--- src/rtl/approx_mult_seq.sv ---
// approx_mult_seq: sequential leading-one-truncated approximate unsigned multiplier
module approx_mult_seq #(
  parameter int n_input = 16,
  parameter int n_effective = 8,
  parameter int n_multiplications = 8
) (
  input  logic               clk,
  input  logic               rst,
  input  logic               Start,
  input  logic [n_input-1:0] pin1,
  input  logic [n_input-1:0] pin2,
  output logic               Done,
  output logic [n_input-1:0] pout
);
  localparam int SW = $clog2(n_input + 1);
  localparam int CW = (n_multiplications > 1) ? $clog2(n_multiplications) : 1;
  localparam int AW = 2 * n_effective;
  typedef enum logic [2:0] {IDLE, NORM, MULT, FINAL, DONE} state_t;
  state_t                   state_q, state_d;
  logic [n_input-1:0]       a_q, a_d, b_q, b_d, pout_q, pout_d;
  logic [n_effective-1:0]   ta_q, ta_d, tb_q, tb_d, tb_sh;
  logic [SW-1:0]            sa_q, sa_d, sb_q, sb_d;
  logic [AW-1:0]            acc_q, acc_d;
  logic [CW-1:0]            cnt_q, cnt_d;
  logic [2*n_input-1:0]     full;
  logic                     done_q, done_d;
  // Right-shift that leaves the leading one in the top kept bit; zero for small or zero operands.
  function automatic logic [SW-1:0] shift_of(input logic [n_input-1:0] x);
    shift_of = '0;
    for (int k = 0; k < n_input; k++)
      if (x[k]) shift_of = (k + 1 > n_effective) ? SW'(k + 1 - n_effective) : '0;
  endfunction
  assign Done = done_q;
  assign pout = pout_q;
  // Next-state and datapath: normalise, shift-add one multiplier bit per cycle, rescale.
  always_comb begin
    state_d = state_q;
    a_d = a_q;
    b_d = b_q;
    ta_d = ta_q;
    tb_d = tb_q;
    sa_d = sa_q;
    sb_d = sb_q;
    acc_d = acc_q;
    cnt_d = cnt_q;
    pout_d = pout_q;
    done_d = 1'b0;
    tb_sh = tb_q >> cnt_q;
    full = (2 * n_input)'(acc_q) << ({1'b0, sa_q} + {1'b0, sb_q});
    case (state_q)
      IDLE: if (Start) begin
        a_d = pin1;
        b_d = pin2;
        state_d = NORM;
      end
      NORM: begin
        sa_d = shift_of(a_q);
        sb_d = shift_of(b_q);
        ta_d = n_effective'(a_q >> shift_of(a_q));
        tb_d = n_effective'(b_q >> shift_of(b_q));
        acc_d = '0;
        cnt_d = '0;
        state_d = MULT;
      end
      MULT: begin
        acc_d = acc_q + (tb_sh[0] ? (AW'(ta_q) << cnt_q) : '0);
        cnt_d = cnt_q + 1'b1;
        state_d = (cnt_q == CW'(n_multiplications - 1)) ? FINAL : MULT;
      end
      FINAL: begin
        pout_d = full[2*n_input-1:n_input];
        done_d = 1'b1;
        state_d = DONE;
      end
      default: state_d = IDLE;
    endcase
  end
  // State register with synchronous reset that aborts any operation in flight.
  always_ff @(posedge clk) begin
    if (rst) begin
      state_q <= IDLE;
      a_q <= '0;
      b_q <= '0;
      ta_q <= '0;
      tb_q <= '0;
      sa_q <= '0;
      sb_q <= '0;
      acc_q <= '0;
      cnt_q <= '0;
      pout_q <= '0;
      done_q <= 1'b0;
    end else begin
      state_q <= state_d;
      a_q <= a_d;
      b_q <= b_d;
      ta_q <= ta_d;
      tb_q <= tb_d;
      sa_q <= sa_d;
      sb_q <= sb_d;
      acc_q <= acc_d;
      cnt_q <= cnt_d;
      pout_q <= pout_d;
      done_q <= done_d;
    end
  end
endmodule

--- config.mk ---
export PLATFORM = sky130hd
export DESIGN_NAME = approx_mult_seq
export DESIGN_NICKNAME = d
export VERILOG_FILES = /design/src/rtl/approx_mult_seq.sv
export SDC_FILE = /design/constraint.sdc
export NUM_CORES = 1
export LEC_CHECK = 0
export CORE_AREA = 3 3 132 134
export CTS_BUF_LIST = sky130_fd_sc_hd__clkbuf_2 sky130_fd_sc_hd__clkbuf_4 sky130_fd_sc_hd__clkbuf_8
export CTS_CLUSTER_DIAMETER = 150
export DETAILED_ROUTE_END_ITERATION = 8
export DIE_AREA = 0 0 135 137
export PLACE_DENSITY = 0.58
export RECOVER_POWER = 100
export SETUP_SLACK_MARGIN = 0.4
export SLEW_MARGIN = 20
export SYNTH_ARGS = -nofsm -noshare
export SYNTH_HDL_FRONTEND = slang
export SYNTH_SLANG_ARGS = --single-unit
--- constraint.sdc ---
create_clock -name clk -period 7.9 [get_ports clk]
set_clock_uncertainty 0.1 [all_clocks]
set_input_delay 1.58 -clock clk [delete_from_list [all_inputs] [get_ports clk]]
set_output_delay 1.58 -clock clk [all_outputs]
set_load 0.03 [all_outputs]
Word-level counts from Yosys, hierarchy flattened
Cells that the tools add are included.
{"block": "classes", "n_reduce_logical": 3, "muxes": 25, "addsub": 3, "n_eq_ne": 5, "shifts": 5}
{"cell": "5-bit two-way mux", "n": 16}
{"cell": "16-bit one-hot mux with 2 select lines", "n": 1}
{"cell": "16-bit by 6-bit << shifter with 32-bit output", "n": 1}
{"cell": "16-bit by 5-bit >> shifter with 8-bit output", "n": 2}
{"cell": "16-bit adder", "n": 1}
{"cell": "16-bit two-way mux", "n": 1}
{"cell": "8-bit by 3-bit << shifter with 16-bit output", "n": 1}
{"cell": "3-bit one-hot mux with 4 select lines", "n": 1}
{"cell": "8-bit by 3-bit >> shifter with 1-bit output", "n": 1}
{"cell": "5-bit by 5-bit adder with 6-bit output", "n": 1}
{"cell": "3-bit by 2-bit equality test with 1-bit output (second input constant)", "n": 2}
{"cell": "3-bit one-hot mux with 2 select lines", "n": 1}
{"cell": "1-bit two-way mux", "n": 4}
{"cell": "3-bit by 1-bit adder with 3-bit output (second input constant)", "n": 1}
{"cell": "3-bit by 1-bit equality test with 1-bit output (second input constant)", "n": 1}
{"cell": "3-bit equality test (second input constant)", "n": 1}
{"cell": "3-bit logical NOT", "n": 1}
{"cell": "3-bit two-way mux", "n": 1}
{"cell": "2-bit != test (second input constant)", "n": 1}
{"cell": "2-bit AND reduction", "n": 1}
{"cell": "2-bit nonzero test", "n": 1}
{"block": "totals", "wordCells": 52, "out_inout_bits": 17, "register_bits": 97, "inputBits": 35}

Longest topological paths before layout
Gate-level depths: netlist of the first run.
{"block": "logic_depth", "word_depth": 10, "depth_mapped": 15, "mapped_depth_nobuf": 14}

Worst setup path after synthesis of the first run
No wires, ideal clock.
{"block": "synth_path", "path_type": "reg2reg", "from": "reg cnt_q[0]", "to": "reg acc_q[14]", "setup_time_ns": 0.079, "path_stages_with_launch": 15, "synth_period_minus_slack_ns": 3.314, "path_slack_ns": 4.586, "arrival_ns": 3.135, "t_required_ns": 7.721, "n_path_buf": 2, "path_cell_list": "dfxtp_1 > buf_2 > mux4_2 > nand2b_1 > and2_1 > clkbuf_1 > a211oi_1 > ha_1 > and3_1 > o21a_1 > o31ai_1 > a311oi_1 > nor3_1 > or4_1 > o211ai_1"}
{"block": "synth_between", "elab_chain_cells": 4, "elab_cells_between_ends": 5, "classes_between": "add/sub: 1; shift: 2; mux: 2"}
{"element": "start, declared", "line_no": "24", "source": "logic [CW-1:0] cnt_q, cnt_d;"}
{"element": "start signal, assigned", "line_no": "101", "source": "cnt_q <= cnt_d;"}
{"element": "8-bit by 3-bit << shifter with 16-bit output or 8-bit by 3-bit >> shifter with 1-bit output (tied branches)", "line_no": "66, 48"}
{"element": "16-bit two-way mux (*)", "line_no": "66", "source": "acc_d = acc_q + (tb_sh[0] ? (AW'(ta_q) << cnt_q) : '0);"}
{"element": "16-bit adder (*)", "line_no": "66"}
{"element": "16-bit one-hot mux with 2 select lines (*)", "line_no": "50", "source": "case (state_q)"}
{"element": "end signal, assigned", "line_no": "88", "source": "acc_q <= '0;"}
{"element": "end signal, assigned", "line_no": "100", "source": "acc_q <= acc_d;"}
{"element": "end, declared", "line_no": "23", "source": "logic [AW-1:0] acc_q, acc_d;"}
Mark *: on every way between the ends. The rest lies on a longest branch, timed or not.
A chain may end at the register's enable or synchronous reset.

==> run_results.csv, run 1 <==
group,metric,value,unit
sta,finalSetupViolations,0,
global_route,grt.busiest_layer,"met2",
synthesis,ys_async_sr_fraction,0,
power_and_ir_drop,peakVddDrop,0.105,mV
route,antenna_left,0,
place,preCtsSetupSlack,4.13,ns
critical_path,setup.reg_to_reg.worst_slack,4.08,ns
critical_path,reg2reg_from,"cnt_q[0]",
route,drc,0,
synthesis,number_of_storage_elements_in_the_synthesis_netlist,95,
synthesis,synthDominantAreaCellType,"sky130_fd_sc_hd__dfxtp_1",
route,detailedRoute.firstIterationViolations,376,
global_route,pin_count_of_the_biggest_net_entering_global_routing,65,
critical_path,crit_path_max_fanout,64,
finish,num-nets-final,857,
cts,clock_transition_time_at_the_flip_flop_clock_pins_of_the_worst_setup_and_hold_paths,0.09,ns
critical_path,crit_path_frequent_cell,"sky130_fd_sc_hd__clkbuf_1",
sta,tns,0,ns
global_route,antenna_found_initial,0,
sta,layout_setup_ws,2.54,ns
route,total_wirelength,14700,um
critical_path,r2r.worst_path.cells,12,
min_path,min_delay_worst_endpoint,"b_q[2]",
sta,rsz0062_at_grt,"no",
floorplan,core,16400,sq um
synthesis,synthesis.instances,787,
sta,max_slew.worst_pin.slew,2.77,ns
power_and_ir_drop,p_total,1.14,mW
cts,cts_num_sinks,95,
critical_path,critical_path.cell_chain,"clkbuf_1 -> clkbuf_1 -> or3_1 -> a211oi_2 -> o21ai_0 -> o211ai_1",
min_path,worstHoldStart,"b_q[2]",
sta,final_hold_viol_count,0,
critical_path,regToRegEndpoint,"acc_q[14]",
finish,layout-area-overhead-vs-synth,10.8,%
global_route,first_global_vias,5171,
flow_run,maxCapViolCount,2,
global_route,grt_remaining_overflow,0,
min_path,worstHoldPathCells,2,
critical_path,critical_path_arrival,5.41,ns
finish,number_of_inserted_diodes,0,
status,run_status,"complete, but fails checks",
place,hpwlAfterDp,10600,um
floorplan,die-area,18500,sq um
sta,min_period,5.36,ns
finish,multi_input_area,4050,sq um
synthesis,synth_flop_cell,"sky130_fd_sc_hd__dfxtp_1",
status,violations,"max-capacitance violations, max-slew violations",
synthesis,synth_area,6370,sq um
critical_path,worst_setup_path_start_kind,"input port",
floorplan,io-pin-count,52,
synthesis,synthDominantCellAreaShare,0.299,
route,vias,5470,
sta,slew_headroom,-0.847,
synthesis,synthesis.area_per_instance,8.09,sq um
route,routedWlPerCell,14.4,um
synthesis,synth-seq-area-share,0.299,
critical_path,critical-path-slowest-cell,"sky130_fd_sc_hd__clkbuf_1",
sta,fin_worst_hold_slack,0.359,ns
critical_path,max_stage_delay,2.04,ns
cts,cts_tree,"yes",
global_route,globalRouteTotalUtil,0.165,
finish,fraction_of_layout_instances_using_a_drive_strength_above_1,0.0883,
synthesis,post_synth_most_frequent_cells,"sky130_fd_sc_hd__nand2_1 (103), sky130_fd_sc_hd__nor2_1 (97), sky130_fd_sc_hd__dfxtp_1 (95)",
cts,cts-htree-levels,3,
sta,max_freq,0.187,GHz
sta,final-max-slew-violation-count,101,
finish,filler_cell_count,1674,
min_path,min-delay-path-class,"reg2reg",
sta,part_of_the_cycle_the_worst_path_needs,0.678,
synthesis,synth_fp_nets,845,
synthesis,post-synth-top-count-cell,"sky130_fd_sc_hd__nand2_1",
global_route,met3_usage,0.0298,
critical_path,crit_required,7.96,ns
route,vias_per_cell,5.34,
cts,ctsResizeCount,0,
synthesis,synth_edf_count,0,
floorplan,die-width,135,um
global_route,met1_usage_grt,0.222,
cts,clk_root_buffer_cell,"sky130_fd_sc_hd__clkbuf_8",
cts,postCtsHoldBufs,0,
place,routabilityCongestion,0.903,
floorplan,die_h,137,um
floorplan,initial_core_util,0.388,
synthesis,synth_cell_types,73,
cts,clk_latency,0.38,ns
critical_path,cp-end-kind,"register",
route,detail_route.first_pass.iterations,4,
critical_path,path_class,"in2reg",
cts,post_cts_setup_repair_bufs,0,
cts,number_of_buffers_inserted_during_clock_tree_synthesis,9,
synthesis,ys.warnings.count,0,
global_route,grt_pass1_wl,25300,um
finish,area_taken_by_flip_flops_and_latches,1900,sq um
power_and_ir_drop,p_per_area,162,nW/um^2
cts,cts_max_path_buffers,2,
place,port_buffers,51,
power_and_ir_drop,total_leakage_power,2.69,nW
floorplan,fp-row-count,47,
synthesis,yosys-top-cells-area,"sky130_fd_sc_hd__dfxtp_1 (30%), sky130_fd_sc_hd__a21oi_1 (7.2%), sky130_fd_sc_hd__mux2i_1 (6.3%)",
global_route,gr-usage-met2,0.270,
==> registers in the layout, indices dropped and copies added, names as in the netlist <==
| signal | cells |
|---|---|
| ta_q | 8 |
| sa_q | 4 |
| acc_q | 16 |
| tb_q | 8 |
| cnt_q | 3 |
| a_q | 16 |
| b_q | 16 |
| Done | 1 |
| sb_q | 4 |
| pout | 16 |
| state_q | 3 |
==> stage by stage <==
stage          instance area [sq um]  cells   util
2_1_floorplan                   6370    787      -
3_3_place_gp                    6850   1008  0.417
3_5_place_dp                    6850   1008  0.417
4_1_cts                         7060   1024  0.430
5_1_grt                         7050   1024  0.430
6_report                        7050   1024  0.430
==> per-layer routing <==
| metal | wire length [um] | vias up |
|---|---|---|
| li1 | - | 2849 |
| met1 | 7390 | 2536 |
| met2 | 6850 | 75 |
| met3 | 352 | 10 |
| met4 | 147 | 0 |
| met5 | 0 | - |
==> layout by cell type (no fill, tap or decap), types with 7 or more instances in the layout <==
| cell type | Yosys | routed |
|---|---|---|
| sky130_fd_sc_hd__nor3_1 | 28 | 28 |
| sky130_fd_sc_hd__nand2_1 | 103 | 103 |
| sky130_fd_sc_hd__clkdlybuf4s50_1 | 0 | 33 |
| sky130_fd_sc_hd__clkbuf_8 | 6 | 11 |
| sky130_fd_sc_hd__nor2_1 | 97 | 97 |
| sky130_fd_sc_hd__mux2_2 | 17 | 17 |
| sky130_fd_sc_hd__a211oi_1 | 13 | 13 |
| sky130_fd_sc_hd__o21ai_0 | 26 | 32 |
| sky130_fd_sc_hd__nand3_1 | 9 | 9 |
| sky130_fd_sc_hd__and3_1 | 10 | 10 |
| sky130_fd_sc_hd__a21oi_1 | 92 | 93 |
| sky130_fd_sc_hd__nor2b_1 | 9 | 9 |
| sky130_fd_sc_hd__inv_1 | 9 | 9 |
| sky130_fd_sc_hd__dlygate4sd3_1 | 0 | 17 |
| sky130_fd_sc_hd__nand2b_1 | 10 | 10 |
| sky130_fd_sc_hd__mux2i_1 | 40 | 40 |
| sky130_fd_sc_hd__a311oi_1 | 9 | 9 |
| sky130_fd_sc_hd__a22oi_1 | 7 | 7 |
| sky130_fd_sc_hd__a21o_1 | 8 | 8 |
| sky130_fd_sc_hd__ha_1 | 21 | 21 |
| sky130_fd_sc_hd__mux4_2 | 13 | 13 |
| sky130_fd_sc_hd__dfxtp_1 | 95 | 95 |
| sky130_fd_sc_hd__buf_4 | 1 | 9 |
==> where the power goes <==
group | leakage [nW] | switching (mW) | internal [mW]
combinational | 1.81 | 0.149 | 0.115
sequential | 0.773 | 0.0316 | 0.503
clock | 0.106 | 0.173 | 0.168
total | 2.69 | 0.354 | 0.786
==> final cells by class <==
| cell class | count | share of cell area |
|---|---|---|
| clock buffer | 12 | 0.0225 |
| inverter | 10 | 0.00532 |
| clock inverter | 4 | 0.00728 |
| sequential | 95 | 0.270 |
| tap | 220 | 0.0390 |
| multi-input combinational | 622 | 0.574 |
| timing repair buffer | 61 | 0.0816 |
==> worst max-delay path: cells and delay by family <==
family | cells | cell delay, ns
buffers and inverters | 2 | 3.13
and+or+nand+nor | 1 | 0.41
AOI/OAI and AO/OA | 3 | 0.26
==> kinds of logic (layout without fill, tap and decap cells) <==
kind of cell    count (synthesis)  in the layout  synth area share
mux                            70             70             0.139
buf+inv                        70             87            0.0662
simple gates                  302            302             0.220
xor+xnor                       13             13            0.0191
fa+ha+maj                      23             23            0.0476
compound gates                214            214             0.210
flops                          95             95             0.299
==> worst max-delay path by stage <==
stage | startpoint | end | depth (start not counted)
finish | rst | tb_q[6] | 6
CTS | cnt_q[0] | acc_q[14] | 12
global placement | cnt_q[0] | acc_q[14] | 12
global route | rst | tb_q[6] | 6
detailed placement | cnt_q[0] | acc_q[14] | 12
floorplan | cnt_q[0] | acc_q[14] | 14
Power figures use the tool's default switching activity.
==> inputs of run 2 (changes only) <==
--- a/config.mk
+++ b/config.mk
@@ -10,7 +10,7 @@
 export CTS_CLUSTER_DIAMETER = 150
 export DETAILED_ROUTE_END_ITERATION = 8
 export DIE_AREA = 0 0 135 137
-export PLACE_DENSITY = 0.58
+export PLACE_DENSITY = 0.6
 export RECOVER_POWER = 100
 export SETUP_SLACK_MARGIN = 0.4
 export SLEW_MARGIN = 20
==> constraint.sdc (replaced) <==
create_clock -name clk -period 4.65 [get_ports clk]
set_clock_uncertainty 0.1 [all_clocks]
set_input_delay 0.93 -clock clk [delete_from_list [all_inputs] [get_ports clk]]
set_output_delay 0.93 -clock clk [all_outputs]
set_load 0.03 [all_outputs]
==> run 2 against run 1 <==
  * The flow still finishes with violations (max-capacitance violations, max-slew violations)
  * Sequential cell count unchanged
  * Sequential power up 70%
  * First-iteration DRC count decreased by 15%
  * Count of clock-buffer cells in the layout is the same
  * Total power increased by 74%
  * Hold slack better by 0.0017 ns
  * Critical path depth increased by 6
  * Largest cell class unchanged
  * Die area did not move
  * Core utilization rose by 0.069 points
  * Sequential share of layout area barely moved
  * Non-clock buffer count is 1 lower
  * Clock power is 84% higher
==> run_results.csv, run 2 (synthesis gave the netlist of run 1 again) <==
group,metric,value,unit
cts,ctsResizeCount,0,
global_route,pin_count_of_the_biggest_net_entering_global_routing,36,
sta,rsz0062_at_grt,"no",
critical_path,worst_setup_path_start_kind,"register",
critical_path,crit_path_max_fanout,19,
floorplan,initial_core_util,0.388,
place,port_buffers,51,
critical_path,path_class,"reg2reg",
finish,mostFrequentLayoutCells,"sky130_fd_sc_hd__nand2_1 (103), sky130_fd_sc_hd__nor2_1 (99), sky130_fd_sc_hd__dfxtp_1 (95)",
global_route,grt_pass1_wl,25100,um
finish,layout-area-overhead-vs-synth,10.9,%
floorplan,die-area,18500,sq um
power_and_ir_drop,clkPwrFrac,0.317,
power_and_ir_drop,peakVddDrop,0.210,mV
route,vias,5439,
sta,finalSetupViolations,0,
power_and_ir_drop,p_sw_frac,0.300,
finish,number_of_inserted_diodes,0,
finish,layout.cells.most_common,"sky130_fd_sc_hd__nand2_1",
route,total_wirelength,14700,um
power_and_ir_drop,total_leakage_power,2.68,nW
global_route,antenna_found_initial,0,
place,hpwlAfterDp,10800,um
sta,tns,0,ns
place,routabilityCongestion,0.922,
sta,final-max-slew-violation-count,35,
cts,post_cts_setup_repair_bufs,0,
cts,cts_tree,"yes",
place,preCtsSetupSlack,0.869,ns
cts,clock_transition_time_at_the_flip_flop_clock_pins_of_the_worst_setup_and_hold_paths,0.09,ns
floorplan,io-pin-count,52,
sta,max_freq,0.255,GHz
route,drc,0,
sta,slew_headroom,-0.0254,
critical_path,crit_required,4.84,ns
flow_run,maxCapViolCount,1,
place,dp.cells,1007,
finish,fraction_of_layout_instances_using_a_drive_strength_above_1,0.0834,
cts,cts-htree-levels,3,
finish,num-nets-final,856,
status,violations,"max-capacitance violations, max-slew violations",
cts,cts_num_sinks,95,
power_and_ir_drop,p_total,1.98,mW
finish,filler_cell_count,1694,
sta,min_period,3.91,ns
route,routedWlPerCell,14.3,um
floorplan,die-width,135,um
route,antenna_left,0,
floorplan,die_h,137,um
critical_path,critical_path_arrival,4.10,ns
cts,clk_root_buffer_cell,"sky130_fd_sc_hd__clkbuf_8",
finish,fin_area,7060,sq um
cts,postCtsHoldBufs,0,
route,vias_per_cell,5.32,
global_route,globalRouteTotalUtil,0.163,
sta,max_slew.worst_pin.slew,1.54,ns
global_route,first_global_vias,5105,
route,detail_route.first_pass.iterations,4,
route,detailedRoute.firstIterationViolations,320,
power_and_ir_drop,netSwitchingPower,596,uW
power_and_ir_drop,pwr-share-seq,0.459,
status,run_status,"complete, but fails checks",
cts,clk_latency,0.37,ns
min_path,min-delay-path-class,"reg2reg",
sta,final_hold_viol_count,0,
sta,layout_setup_ws,0.735,ns
cts,cts_max_path_buffers,2,
critical_path,cp-end-kind,"register",
place,placement.cell_area,6840,sq um
sta,fin_worst_hold_slack,0.361,ns
floorplan,fp-row-count,47,
floorplan,core,16400,sq um
finish,postLayoutCoreUtil,0.430,
power_and_ir_drop,p_per_area,281,nW/um^2
power_and_ir_drop,internal_power,1.39,mW
global_route,grt_remaining_overflow,0,
cts,number_of_buffers_inserted_during_clock_tree_synthesis,9,
sta,part_of_the_cycle_the_worst_path_needs,0.842,
power_and_ir_drop,combPwrFrac,0.224,
finish,final-instance-count-excl-fill,1023,
run 2: cell count changes in the layout (fill, tap and decap cells not counted), sizes merged:
cell    before  now
clkinv       2    1
bufinv       1    2
buf          9    6
clkbuf      14   16
run 2: worst max-delay path: stages (launching register included):
cell and delay [ns]:
sky130_fd_sc_hd__dfxtp_1 0.73, sky130_fd_sc_hd__mux4_2 0.59, sky130_fd_sc_hd__nand2_1 0.16, sky130_fd_sc_hd__and2_0 0.33, sky130_fd_sc_hd__a21oi_1 0.10, sky130_fd_sc_hd__ha_1 0.35, sky130_fd_sc_hd__o21ai_0 0.10, sky130_fd_sc_hd__a21oi_1 0.25
sky130_fd_sc_hd__o31ai_1 0.13, sky130_fd_sc_hd__a311oi_1 0.33, sky130_fd_sc_hd__nor3_1 0.09, sky130_fd_sc_hd__or4_1 0.47, sky130_fd_sc_hd__o211ai_1 0.10
run 2: layer usage:
layer	vias to the layer above	GRT usage	wire [um]
met1	2510	0.223	7280
met3	15	0.0287	381
met5	-	0	0
met2	73	0.269	6820
met4	0	0.0398	177
li1	2841	-	-
run 2: final timing paths:
| check | cells past startpoint | slack (ns) | from | end |
|---|---|---|---|---|
| setup / recovery | 12 | 0.74 | cnt_q[0] | acc_q[14] |
| hold / removal | 2 | 0.36 | a_q[0] | a_q[0] |
| setup reg to reg | 12 | 0.74 | cnt_q[0] | acc_q[14] |
| hold reg to reg | 2 | 0.36 | a_q[0] | a_q[0] |
run 2: power by group through the flow:
stage | registers (mW) | clock network (mW) | logic (mW)
finish | 0.911 | 0.629 | 0.444
global route | 0.921 | 0.684 | 0.500
CTS | 0.913 | 0.658 | 0.450
detailed placement | 0.932 | 0 | 0.448
global placement | 0.931 | 0 | 0.447
floorplan | 0.909 | 0 | 0.385
run 2: area by class of cell:
| type | instances | area (sq um) | area share |
|---|---|---|---|
| clock inverters | 4 | 76.3 | 0.0108 |
| repair buffers | 60 | 561 | 0.0794 |
| flip-flops and latches | 95 | 1900 | 0.269 |
| well taps | 220 | 275 | 0.0390 |
| clock buffers | 12 | 159 | 0.0225 |
| multi-input cells | 622 | 4050 | 0.574 |
| inverters | 10 | 37.5 | 0.00532 |
==> inputs of run 3 (changes only) <==
--- a/config.mk
+++ b/config.mk
@@ -10,7 +10,7 @@
 export CTS_CLUSTER_DIAMETER = 150
 export DETAILED_ROUTE_END_ITERATION = 8
 export DIE_AREA = 0 0 135 137
-export PLACE_DENSITY = 0.6
+export PLACE_DENSITY = 0.58
 export RECOVER_POWER = 100
 export SETUP_SLACK_MARGIN = 0.4
 export SLEW_MARGIN = 20
==> constraint.sdc (replaced) <==
create_clock -name clk -period 4 [get_ports clk]
set_clock_uncertainty 0.1 [all_clocks]
set_input_delay 0.8 -clock clk [delete_from_list [all_inputs] [get_ports clk]]
set_output_delay 0.8 -clock clk [all_outputs]
set_load 0.03 [all_outputs]
==> run 3 against run 2 <==
  * Clock power up 7.9%
  * Count of clock-buffer cells in the layout unchanged
  * Critical endpoint unchanged
  * Non-clock buffer count increased by 8
  * The run still ends with max-capacitance violations, max-slew violations left
  * Critical path depth unchanged
  * Critical path type unchanged
==> run_results.csv, run 3 (synthesis gave the netlist of run 1 again) <==
group,metric,value,unit
route,drc,0,
route,vias_per_cell,5.34,
finish,final-instance-count-excl-fill,1031,
finish,mostFrequentLayoutCells,"sky130_fd_sc_hd__nand2_1 (103), sky130_fd_sc_hd__nor2_1 (98), sky130_fd_sc_hd__dfxtp_1 (94)",
cts,cts_tree,"yes",
place,port_buffers,51,
sta,final_hold_viol_count,0,
route,detailedRoute.firstIterationViolations,297,
power_and_ir_drop,internal_power,1.56,mW
sta,part_of_the_cycle_the_worst_path_needs,0.874,
power_and_ir_drop,pwr-share-seq,0.465,
floorplan,die-area,18500,sq um
floorplan,die_h,137,um
power_and_ir_drop,peakVddDrop,0.271,mV
route,routedWlPerCell,14.6,um
place,dp.cells,1015,
flow_run,maxCapViolCount,2,
finish,area_taken_by_flip_flops_and_latches,1910,sq um
route,detail_route.first_pass.iterations,5,
global_route,first_global_vias,5095,
route,vias,5501,
power_and_ir_drop,p_per_area,319,nW/um^2
power_and_ir_drop,p_total,2.26,mW
sta,tns,0,ns
critical_path,r2r.worst_path.cells,12,
cts,clk_root_buffer_cell,"sky130_fd_sc_hd__clkbuf_8",
route,total_wirelength,15100,um
floorplan,io-pin-count,52,
finish,layout.cells.most_common,"sky130_fd_sc_hd__nand2_1",
critical_path,critical_path_arrival,3.70,ns
global_route,globalRouteTotalUtil,0.164,
cts,postCtsHoldBufs,0,
sta,finalSetupViolations,0,
sta,slew_headroom,-0.145,
finish,filler_cell_count,1692,
sta,max_freq,0.286,GHz
sta,max_slew.worst_pin.slew,1.72,ns
finish,num-nets-final,864,
power_and_ir_drop,clkPwrFrac,0.300,
power_and_ir_drop,p_sw_frac,0.312,
critical_path,cp-end-kind,"register",
floorplan,die-width,135,um
cts,clk_latency,0.38,ns
global_route,antenna_found_initial,0,
global_route,grt_remaining_overflow,0,
finish,number_of_inserted_diodes,0,
status,violations,"max-capacitance violations, max-slew violations",
power_and_ir_drop,combPwrFrac,0.235,
finish,fraction_of_layout_instances_using_a_drive_strength_above_1,0.0925,
critical_path,worst_setup_path_start_kind,"register",
place,routabilityCongestion,0.855,
power_and_ir_drop,netSwitchingPower,707,uW
route,antenna_left,0,
min_path,min-delay-path-class,"reg2reg",
cts,clock_transition_time_at_the_flip_flop_clock_pins_of_the_worst_setup_and_hold_paths,0.09,ns
cts,cts-htree-levels,3,
place,hpwlAfterDp,10900,um
global_route,grt_pass1_wl,24900,um
sta,final-max-slew-violation-count,38,
sta,min_period,3.50,ns
cts,number_of_buffers_inserted_during_clock_tree_synthesis,9,
floorplan,initial_core_util,0.388,
critical_path,crit_path_max_fanout,7,
status,run_status,"complete, but fails checks",
finish,multi_input_area,4050,sq um
finish,layout-area-overhead-vs-synth,11.4,%
floorplan,fp-row-count,47,
cts,cts_num_sinks,95,
critical_path,path_class,"reg2reg",
global_route,pin_count_of_the_biggest_net_entering_global_routing,38,
sta,rsz0062_at_grt,"no",
power_and_ir_drop,total_leakage_power,2.71,nW
cts,cts_max_path_buffers,2,
critical_path,crit_required,4.20,ns
min_path,worstHoldPathCells,2,
floorplan,core,16400,sq um
run 3: path summary, 6_finish.rpt:
kind / start / endpoint / slack (ns)
worst min-delay path: a_q[0] / a_q[0] / 0.36
worst max-delay path: cnt_q[0] / acc_q[14] / 0.50
worst min register to register: a_q[0] / a_q[0] / 0.36
worst max register to register: cnt_q[0] / acc_q[14] / 0.50
run 3: per-layer routing:
layer  track usage  vias to the layer above  wire, um
met5             0                        -         0
li1              -                     2866         -
met3        0.0298                       15       513
met2         0.265                       92      6870
met4        0.0470                        0       231
met1         0.224                     2528      7460
run 3: repair_timing:
action	CTS	global route
gates resized for setup	0	3
setup buffers	0	0
endpoints found under the setup margin	0	6
run 3: final cells by class:
class / count / area share
clock buffers: 12 / 0.0224
clock inverters: 4 / 0.00723
inverters: 10 / 0.00529
multi-input cells: 622 / 0.571
flip-flops and latches: 95 / 0.269
well taps: 220 / 0.0388
repair buffers: 68 / 0.0870
run 3: critical path: stages, from the launching register on:
cell and delay, ns:
sky130_fd_sc_hd__dfxtp_1 0.41, sky130_fd_sc_hd__mux4_2 0.52, sky130_fd_sc_hd__nand2_1 0.16, sky130_fd_sc_hd__and2_0 0.33
sky130_fd_sc_hd__a21oi_1 0.10, sky130_fd_sc_hd__ha_1 0.36, sky130_fd_sc_hd__o21ai_0 0.10, sky130_fd_sc_hd__a21oi_1 0.24
sky130_fd_sc_hd__o31ai_1 0.14, sky130_fd_sc_hd__a311oi_1 0.29, sky130_fd_sc_hd__nor3_1 0.09, sky130_fd_sc_hd__or4_1 0.47
sky130_fd_sc_hd__o211ai_1 0.10
run 3: through the flow:
stage / worst slack (ns) / hold slack [ns] / utilization / area [sq um]
after floorplan: 0.686 / 0.333 / - / 6370
after global placement: 0.516 / 0.347 / 0.421 / 6900
after detailed placement: 0.422 / 0.349 / 0.421 / 6900
after CTS: 0.412 / 0.363 / 0.433 / 7110
after global routing: 0.234 / 0.384 / 0.432 / 7090
final: 0.504 / 0.362 / 0.432 / 7090
run 3: power groups by stage:
stage	combinational, mW	clock (mW)	sequential [mW]
4_1_cts	0.540	0.709	1.06
3_5_place_dp	0.539	0	1.08
3_3_place_gp	0.537	0	1.08
5_1_grt	0.590	0.737	1.06
6_report	0.531	0.679	1.05
2_1_floorplan	0.448	0	1.06
